==> config.mk <==
export PLATFORM = sky130hd
export DESIGN_NAME = alu_issue_stage
export DESIGN_NICKNAME = d
export VERILOG_FILES = /design/src/rtl/alu_issue_stage_pkg.sv /design/src/rtl/alu_issue_stage_result_fifo.sv /design/src/rtl/alu_issue_stage.sv
export SDC_FILE = /design/constraint.sdc
export NUM_CORES = 1
export LEC_CHECK = 0
export ABC_AREA = 1
export CAP_MARGIN = 20
export CORE_MARGIN = 8
export CORE_UTILIZATION = 45
export CTS_BUF_LIST = sky130_fd_sc_hd__clkbuf_4 sky130_fd_sc_hd__clkbuf_8 sky130_fd_sc_hd__clkbuf_16
export DETAILED_ROUTE_END_ITERATION = 8
export GPL_TIMING_DRIVEN = 0
export HOLD_SLACK_MARGIN = 0.1
export PLACE_DENSITY = 0.91
export SLEW_MARGIN = 20
export SYNTH_ARGS = -nofsm -noshare
export SYNTH_HDL_FRONTEND = slang
export SYNTH_SLANG_ARGS = --single-unit
==> constraint.sdc <==
create_clock -name clk -period 2.4 [get_ports clk]
set_input_delay 0.48 -clock clk [delete_from_list [all_inputs] [get_ports clk]]
set_output_delay 0.48 -clock clk [all_outputs]
set_load 0.005 [all_outputs]
==> src/rtl/alu_issue_stage_pkg.sv <==
// Shared definitions for the alu issue stage: opcodes, datapath width and
// the per-entry result/flag record carried through the result FIFO.
package alu_issue_stage_pkg;

  localparam int ALU_W = 32;

  typedef enum logic [2:0] {
    OP_ADD  = 3'd0,
    OP_SUB  = 3'd1,
    OP_XOR  = 3'd2,
    OP_SLT  = 3'd3,
    OP_AND  = 3'd4,
    OP_NAND = 3'd5,
    OP_NOR  = 3'd6,
    OP_OR   = 3'd7
  } alu_op_e;

  typedef struct packed {
    logic [ALU_W-1:0] result;
    logic             ovf;
    logic             zero;
    logic             neg;
  } res_entry_t;

  // Only arithmetic ops produce a meaningful overflow from the alu.
  function automatic logic op_has_ovf(input logic [2:0] op);
    logic r;
    r = 1'b0;
    case (op)
      OP_ADD, OP_SUB: r = 1'b1;
      default:        r = 1'b0;
    endcase
    return r;
  endfunction

endpackage

==> src/rtl/alu_issue_stage_result_fifo.sv <==
// Small circular result FIFO; head is presented straight from storage so the
// consumer sees no combinational path from the producer side.
module alu_issue_stage_result_fifo #(
  parameter int DEPTH = 2,
  parameter int W     = 39
) (
  input  logic         clk,
  input  logic         rst_n,
  input  logic         push,
  input  logic [W-1:0] wdata,
  input  logic         pop,
  output logic [W-1:0] rdata,
  output logic         valid,
  output logic         full
);

  localparam int PTR_W = $clog2(DEPTH);
  localparam int CNT_W = PTR_W + 1;

  logic [W-1:0]     mem_q [DEPTH];
  logic [PTR_W-1:0] wr_ptr_q, wr_ptr_d;
  logic [PTR_W-1:0] rd_ptr_q, rd_ptr_d;
  logic [CNT_W-1:0] count_q, count_d;
  logic             do_push;
  logic             do_pop;

  assign valid = (count_q != '0);
  assign full  = (count_q == CNT_W'(DEPTH));
  assign rdata = mem_q[rd_ptr_q];

  always_comb begin
    do_pop   = pop && valid;
    do_push  = push && (!full || do_pop);
    wr_ptr_d = wr_ptr_q + PTR_W'(do_push);
    rd_ptr_d = rd_ptr_q + PTR_W'(do_pop);
    count_d  = count_q;
    case ({do_push, do_pop})
      2'b10:   count_d = count_q + CNT_W'(1);
      2'b01:   count_d = count_q - CNT_W'(1);
      default: count_d = count_q;
    endcase
  end

  always_ff @(posedge clk or negedge rst_n) begin
    if (!rst_n) begin
      wr_ptr_q <= '0;
      rd_ptr_q <= '0;
      count_q  <= '0;
    end else begin
      wr_ptr_q <= wr_ptr_d;
      rd_ptr_q <= rd_ptr_d;
      count_q  <= count_d;
    end
  end

  always_ff @(posedge clk) begin
    if (do_push) mem_q[wr_ptr_q] <= wdata;
  end

endmodule

==> src/rtl/alu_issue_stage.sv <==
// Issue stage around an external combinational alu: registers operands that
// drive the alu, queues results with flags, and tracks sticky overflow.
module alu_issue_stage
  import alu_issue_stage_pkg::*;
#(
  parameter int DEPTH = 2,
  parameter int TAG_W = 4
) (
  input  logic                    clk,
  input  logic                    rst_n,
  input  logic                    in_valid,
  output logic                    in_ready,
  input  logic [2:0]              in_op,
  input  logic signed [ALU_W-1:0] in_a,
  input  logic signed [ALU_W-1:0] in_b,
  input  logic [TAG_W-1:0]        in_tag,
  output logic [2:0]              alu_op,
  output logic [ALU_W-1:0]        alu_a,
  output logic [ALU_W-1:0]        alu_b,
  input  logic [ALU_W-1:0]        alu_out,
  input  logic                    alu_ovf,
  output logic                    out_valid,
  input  logic                    out_ready,
  output logic [ALU_W-1:0]        out_result,
  output logic                    out_ovf,
  output logic                    out_zero,
  output logic                    out_neg,
  output logic [TAG_W-1:0]        out_tag,
  input  logic                    clr_sticky,
  output logic                    ovf_sticky,
  output logic [7:0]              ovf_count
);

  localparam int ENT_W = $bits(res_entry_t) + TAG_W;

  function automatic logic [7:0] sat_inc8(input logic [7:0] c);
    return (c == 8'hFF) ? c : c + 8'd1;
  endfunction

  logic                    vld_p1_q, vld_p1_d;
  logic [2:0]              op_p1_q, op_p1_d;
  logic signed [ALU_W-1:0] a_p1_q, a_p1_d;
  logic signed [ALU_W-1:0] b_p1_q, b_p1_d;
  logic [TAG_W-1:0]        tag_p1_q, tag_p1_d;
  logic                    ovf_sticky_q, ovf_sticky_d;
  logic [7:0]              ovf_count_q, ovf_count_d;

  logic             fifo_valid, fifo_full;
  logic             pop, drain, accept, push_ovf;
  res_entry_t       push_ent, head_ent;
  logic [ENT_W-1:0] fifo_rdata;

  assign pop      = fifo_valid && out_ready;
  assign drain    = vld_p1_q && (!fifo_full || pop);
  assign in_ready = !vld_p1_q || drain;
  assign accept   = in_valid && in_ready;

  assign alu_op = op_p1_q;
  assign alu_a  = a_p1_q;
  assign alu_b  = b_p1_q;

  // Stage 1: operand register feeding the alu
  always_comb begin
    vld_p1_d = vld_p1_q;
    op_p1_d  = op_p1_q;
    a_p1_d   = a_p1_q;
    b_p1_d   = b_p1_q;
    tag_p1_d = tag_p1_q;
    if (drain) vld_p1_d = 1'b0;
    if (accept) begin
      vld_p1_d = 1'b1;
      op_p1_d  = in_op;
      a_p1_d   = in_a;
      b_p1_d   = in_b;
      tag_p1_d = in_tag;
    end
  end

  always_ff @(posedge clk or negedge rst_n) begin
    if (!rst_n) begin
      vld_p1_q <= 1'b0;
      op_p1_q  <= '0;
      a_p1_q   <= '0;
      b_p1_q   <= '0;
    end else begin
      vld_p1_q <= vld_p1_d;
      op_p1_q  <= op_p1_d;
      a_p1_q   <= a_p1_d;
      b_p1_q   <= b_p1_d;
    end
  end

  always_ff @(posedge clk) begin
    tag_p1_q <= tag_p1_d;
  end

  // Stage 2: capture alu result and flags into the result FIFO
  always_comb begin
    push_ent.result = alu_out;
    push_ent.ovf    = alu_ovf && op_has_ovf(op_p1_q);
    push_ent.zero   = (alu_out == '0);
    push_ent.neg    = alu_out[ALU_W-1];
  end

  alu_issue_stage_result_fifo #(
    .DEPTH (DEPTH),
    .W     (ENT_W)
  ) u_result_fifo (
    .clk   (clk),
    .rst_n (rst_n),
    .push  (drain),
    .wdata ({push_ent, tag_p1_q}),
    .pop   (pop),
    .rdata (fifo_rdata),
    .valid (fifo_valid),
    .full  (fifo_full)
  );

  assign {head_ent, out_tag} = fifo_rdata;
  assign out_valid  = fifo_valid;
  assign out_result = head_ent.result;
  assign out_ovf    = head_ent.ovf;
  assign out_zero   = head_ent.zero;
  assign out_neg    = head_ent.neg;

  // A coincident overflow push beats the clear, restarting the count at one.
  assign push_ovf = drain && push_ent.ovf;

  always_comb begin
    ovf_sticky_d = ovf_sticky_q;
    ovf_count_d  = ovf_count_q;
    if (clr_sticky) begin
      ovf_sticky_d = 1'b0;
      ovf_count_d  = 8'd0;
    end
    if (push_ovf) begin
      ovf_sticky_d = 1'b1;
      ovf_count_d  = clr_sticky ? 8'd1 : sat_inc8(ovf_count_q);
    end
  end

  always_ff @(posedge clk or negedge rst_n) begin
    if (!rst_n) begin
      ovf_sticky_q <= 1'b0;
      ovf_count_q  <= 8'd0;
    end else begin
      ovf_sticky_q <= ovf_sticky_d;
      ovf_count_q  <= ovf_count_d;
    end
  end

  assign ovf_sticky = ovf_sticky_q;
  assign ovf_count  = ovf_count_q;

endmodule

==> results.sh <==
export IMPL_finalHoldWorstSlack_ns=0.445
export IMPL_die_y_microns=135
export IMPL_finalClockSkew_ns=0.00697
export IMPL_cts_reportedPaths_clkPinSlew_ns=0.06
export IMPL_fin_area_sq_um=9520
export IMPL_fp_dieW_microns=135
export IMPL_arrival_ns=1.84
export IMPL_synthesis_area_sq_um=6320
export IMPL_ir_drop_mv=0.580
export IMPL_worstPathRequired_ns=1.92
export IMPL_port_buffer_count=225
export IMPL_cp_end_kind="primary output"
export IMPL_clockBufferDepth=2
export IMPL_slowest_stage="clkdlybuf4s50_1"
export IMPL_cts_root_buf="clkbuf_16"
export IMPL_final_antenna_net_count=0
export IMPL_gp_congestion=0.842
export IMPL_synth_cell_type_count=25
export IMPL_nNetsFinal=980
export IMPL_area_growth_pct=50.5
export IMPL_ys_seq_area_share_pct=70.0
export IMPL_tightest_slew_ns=0.554
export IMPL_combPwrFrac_pct=32.6
export IMPL_routed_wl_microns=17300
export IMPL_critPathKind="reg -> out"
export IMPL_maxCapViolCount=0
export IMPL_hold_viol_final=0
export IMPL_crit_path_max_incr_delay_ns=0.51
export IMPL_clock_sinks=161
export IMPL_rows=43
export IMPL_grt_pass1_wl_microns=27400
export IMPL_core_sq_um=13800
export IMPL_run_status="complete, no violations"
export IMPL_cp_cell_sequence="buf_4 -> buf_4 -> nand2_1 -> nand2_1 -> clkdlybuf4s50_1"
export IMPL_antenna_found_initial=0
export IMPL_cts_htree_levels=4
export IMPL_crit_path_max_fanout=10
export IMPL_grt_overflow=0
export IMPL_finalSetupViolCount=0
export IMPL_dieArea_sq_um=18100
export IMPL_syn_avg_cell_area_sq_um=10.2
export IMPL_antennaDiodeCount=0
export IMPL_min_path_type="reg -> reg"
export IMPL_synth_seq_cells=161
export IMPL_first_pass_iters=5
export IMPL_num_fill_cells=976
export IMPL_slew_limit_headroom_pct=63.0
export IMPL_numCtsBuffers=17
export IMPL_switchingPower_mw=2.78
export IMPL_grt_max_degree=53
export IMPL_placed_cells=1025
export IMPL_post_drt_wl_per_cell_microns=16.3
export IMPL_drc=0
export IMPL_p_sw_share_pct=29.3
export IMPL_final_max_slew_violation_count=0
export IMPL_fmax_mhz=432
export IMPL_cts_tree="built"
export IMPL_grt_use_total_pct=19.5
export IMPL_io_pins=226
export IMPL_fin_setup_tns_ns=0
export IMPL_drive_above_1_share_pct=7.84
export IMPL_p_per_area_nw_per_um2=996
export IMPL_instances_no_fill=1060
export IMPL_period_share_pct=96.5
export IMPL_start_util_pct=45.7
export IMPL_synthCells=617
export IMPL_vias=5079
export IMPL_fin_crit_ns=2.32
export IMPL_rsz0062_at_grt="false"
export IMPL_dr_first_iter_drc_count=247
export IMPL_p_leak_nw=4.30
export IMPL_hpwlAfterDp_microns=13100
export IMPL_vias_per_cell=4.79
export IMPL_p_seq_share_pct=40.2
export IMPL_syn_nets=730
export IMPL_grt_pass1_vias=5279
export IMPL_clk_latency_ns=0.41
export IMPL_pwr_share_clk_pct=27.2
export IMPL_start_kind="flop"
export IMPL_synth_warning_count=0
export IMPL_place_area_sq_um=8890
export IMPL_power_total_mw=9.48
export IMPL_intPower_mw=6.70
-- cell usage after synthesis --
cell | n | area, sq um
nand2_1 | 342 | 1280
dfrtp_1 | 81 | 2030
edfxtp_1 | 80 | 2400
nor2_1 | 27 | 101
nand3_1 | 17 | 85.1
inv_1 | 16 | 60.1
buf_2 | 11 | 55.1
nand4_1 | 7 | 43.8
buf_4 | 5 | 37.5
clkbuf_1 | 4 | 15.0
ha_1 | 4 | 50.1
o21ai_0 | 3 | 15.0
xor2_1 | 3 | 26.3
a21oi_1 | 2 | 10.0
buf_1 | 2 | 7.51
buf_6 | 2 | 22.5
inv_2 | 2 | 7.51
nand2_2 | 2 | 12.5
and2_1 | 1 | 6.26
nand3b_1 | 1 | 7.51
nand4_2 | 1 | 12.5
nor2_4 | 1 | 11.3
o211ai_1 | 1 | 7.51
o21bai_1 | 1 | 7.51
xnor2_1 | 1 | 8.76
-- metrics by stage --
step	utilization [%]	setup WS, ns
after floorplan	-	0.223
after global placement	63.7	-2.13
after detailed placement	64.3	-0.123
after CTS	68.6	0.000312
after global routing	68.8	0.00239
final	68.8	0.0843
-- sequential cells by signal (all words and copies together), names as in the netlist --
| register | count |
|---|---|
| u_result_fifo.mem_q | 76 |
| alu_a | 32 |
| alu_b | 32 |
| ovf_count | 8 |
| tag_p1_q | 4 |
| alu_op | 3 |
| u_result_fifo.count_q | 2 |
| ovf_sticky | 1 |
| u_result_fifo.rd_ptr_q | 1 |
| u_result_fifo.wr_ptr_q | 1 |
| vld_p1_q | 1 |
-- path summary, 6_finish.rpt --
path | from | endpoint | slack [ns] | cells after the start
min in group asynchronous | rst_n | ovf_count[4] | 0.54 | 2
worst min register to register | tag_p1_q[0] | u_result_fifo.mem_q[1][0] | 0.45 | 0
worst min-delay path | tag_p1_q[0] | u_result_fifo.mem_q[1][0] | 0.45 | 0
worst max-delay path | u_result_fifo.rd_ptr_q | out_result[8] | 0.08 | 5
max in group asynchronous | rst_n | alu_op[2] | 1.27 | 3
worst max register to register | u_result_fifo.count_q[0] | u_result_fifo.mem_q[1][6] | 0.49 | 6
-- critical path: cells and delay by family (launching register included) --
family	cells	cell delay (ns)
buffers and inverters	3	0.90
DFF	1	0.39
and+or+nand+nor	2	0.13
-- timing repair --
item | in CTS | in global routing
buffers inserted | 0 | 2
hold buffers | 1 | 0
pin swaps | 0 | 0
hold endpoints to repair | 29 | 0
endpoints found under the setup margin | 32 | 27
resized for setup | 12 | 7
-- power by group through the flow --
stage,Clock (mW),Sequential (mW),Combinational (mW)
6_report,2.58,3.81,3.09
5_1_grt,2.75,3.87,3.37
4_1_cts,2.62,3.81,3.12
3_5_place_dp,0,3.85,3.04
3_3_place_gp,0,3.85,2.88
2_1_floorplan,0,3.85,1.12
-- logic make-up (layout without fill, tap and decap cells) --
kind of cell | after synthesis | after routing | synth area share [%]
AO/OA/AOI/OAI | 7 | 7 | 0.633
XOR/XNOR | 4 | 4 | 0.554
adder cells (fa/ha/maj) | 4 | 4 | 0.791
buffers and inverters | 42 | 305 | 3.25
flip-flops | 161 | 161 | 70.0
AND/OR/NAND/NOR | 399 | 399 | 24.7
-- metal layers --
| metal | wire, microns | global-route usage [%] |
|---|---|---|
| met1 | 6610 | 21.4 |
| met2 | 8550 | 33.4 |
| met3 | 1790 | 7.99 |
| met4 | 325 | 6.80 |
| met5 | 0 | 0 |
-- cell type report --
type	instances	area [sq um]	area share, %
buffer	24	171	1.80
tap	180	225	2.37
clock inverter	13	125	1.31
multi-input combinational	414	1690	17.8
timing repair buffer	231	2360	24.8
inverter	18	67.6	0.710
clock buffer	19	440	4.63
sequential	161	4430	46.5
-- layout by cell type, fill, tap and decap left out, types with 3 or more instances in the layout --
master and n:
inv_1 15, edfxtp_1 80, inv_6 4, o21ai_0 3
buf_2 10, nand4_1 7, buf_16 3, clkdlybuf4s50_1 222
inv_2 3, clkbuf_16 17, nand2_1 342, dfrtp_1 81
buf_4 11, xor2_1 3, nor2_1 27, nand3_1 17
Power figures use the tool's default switching activity.
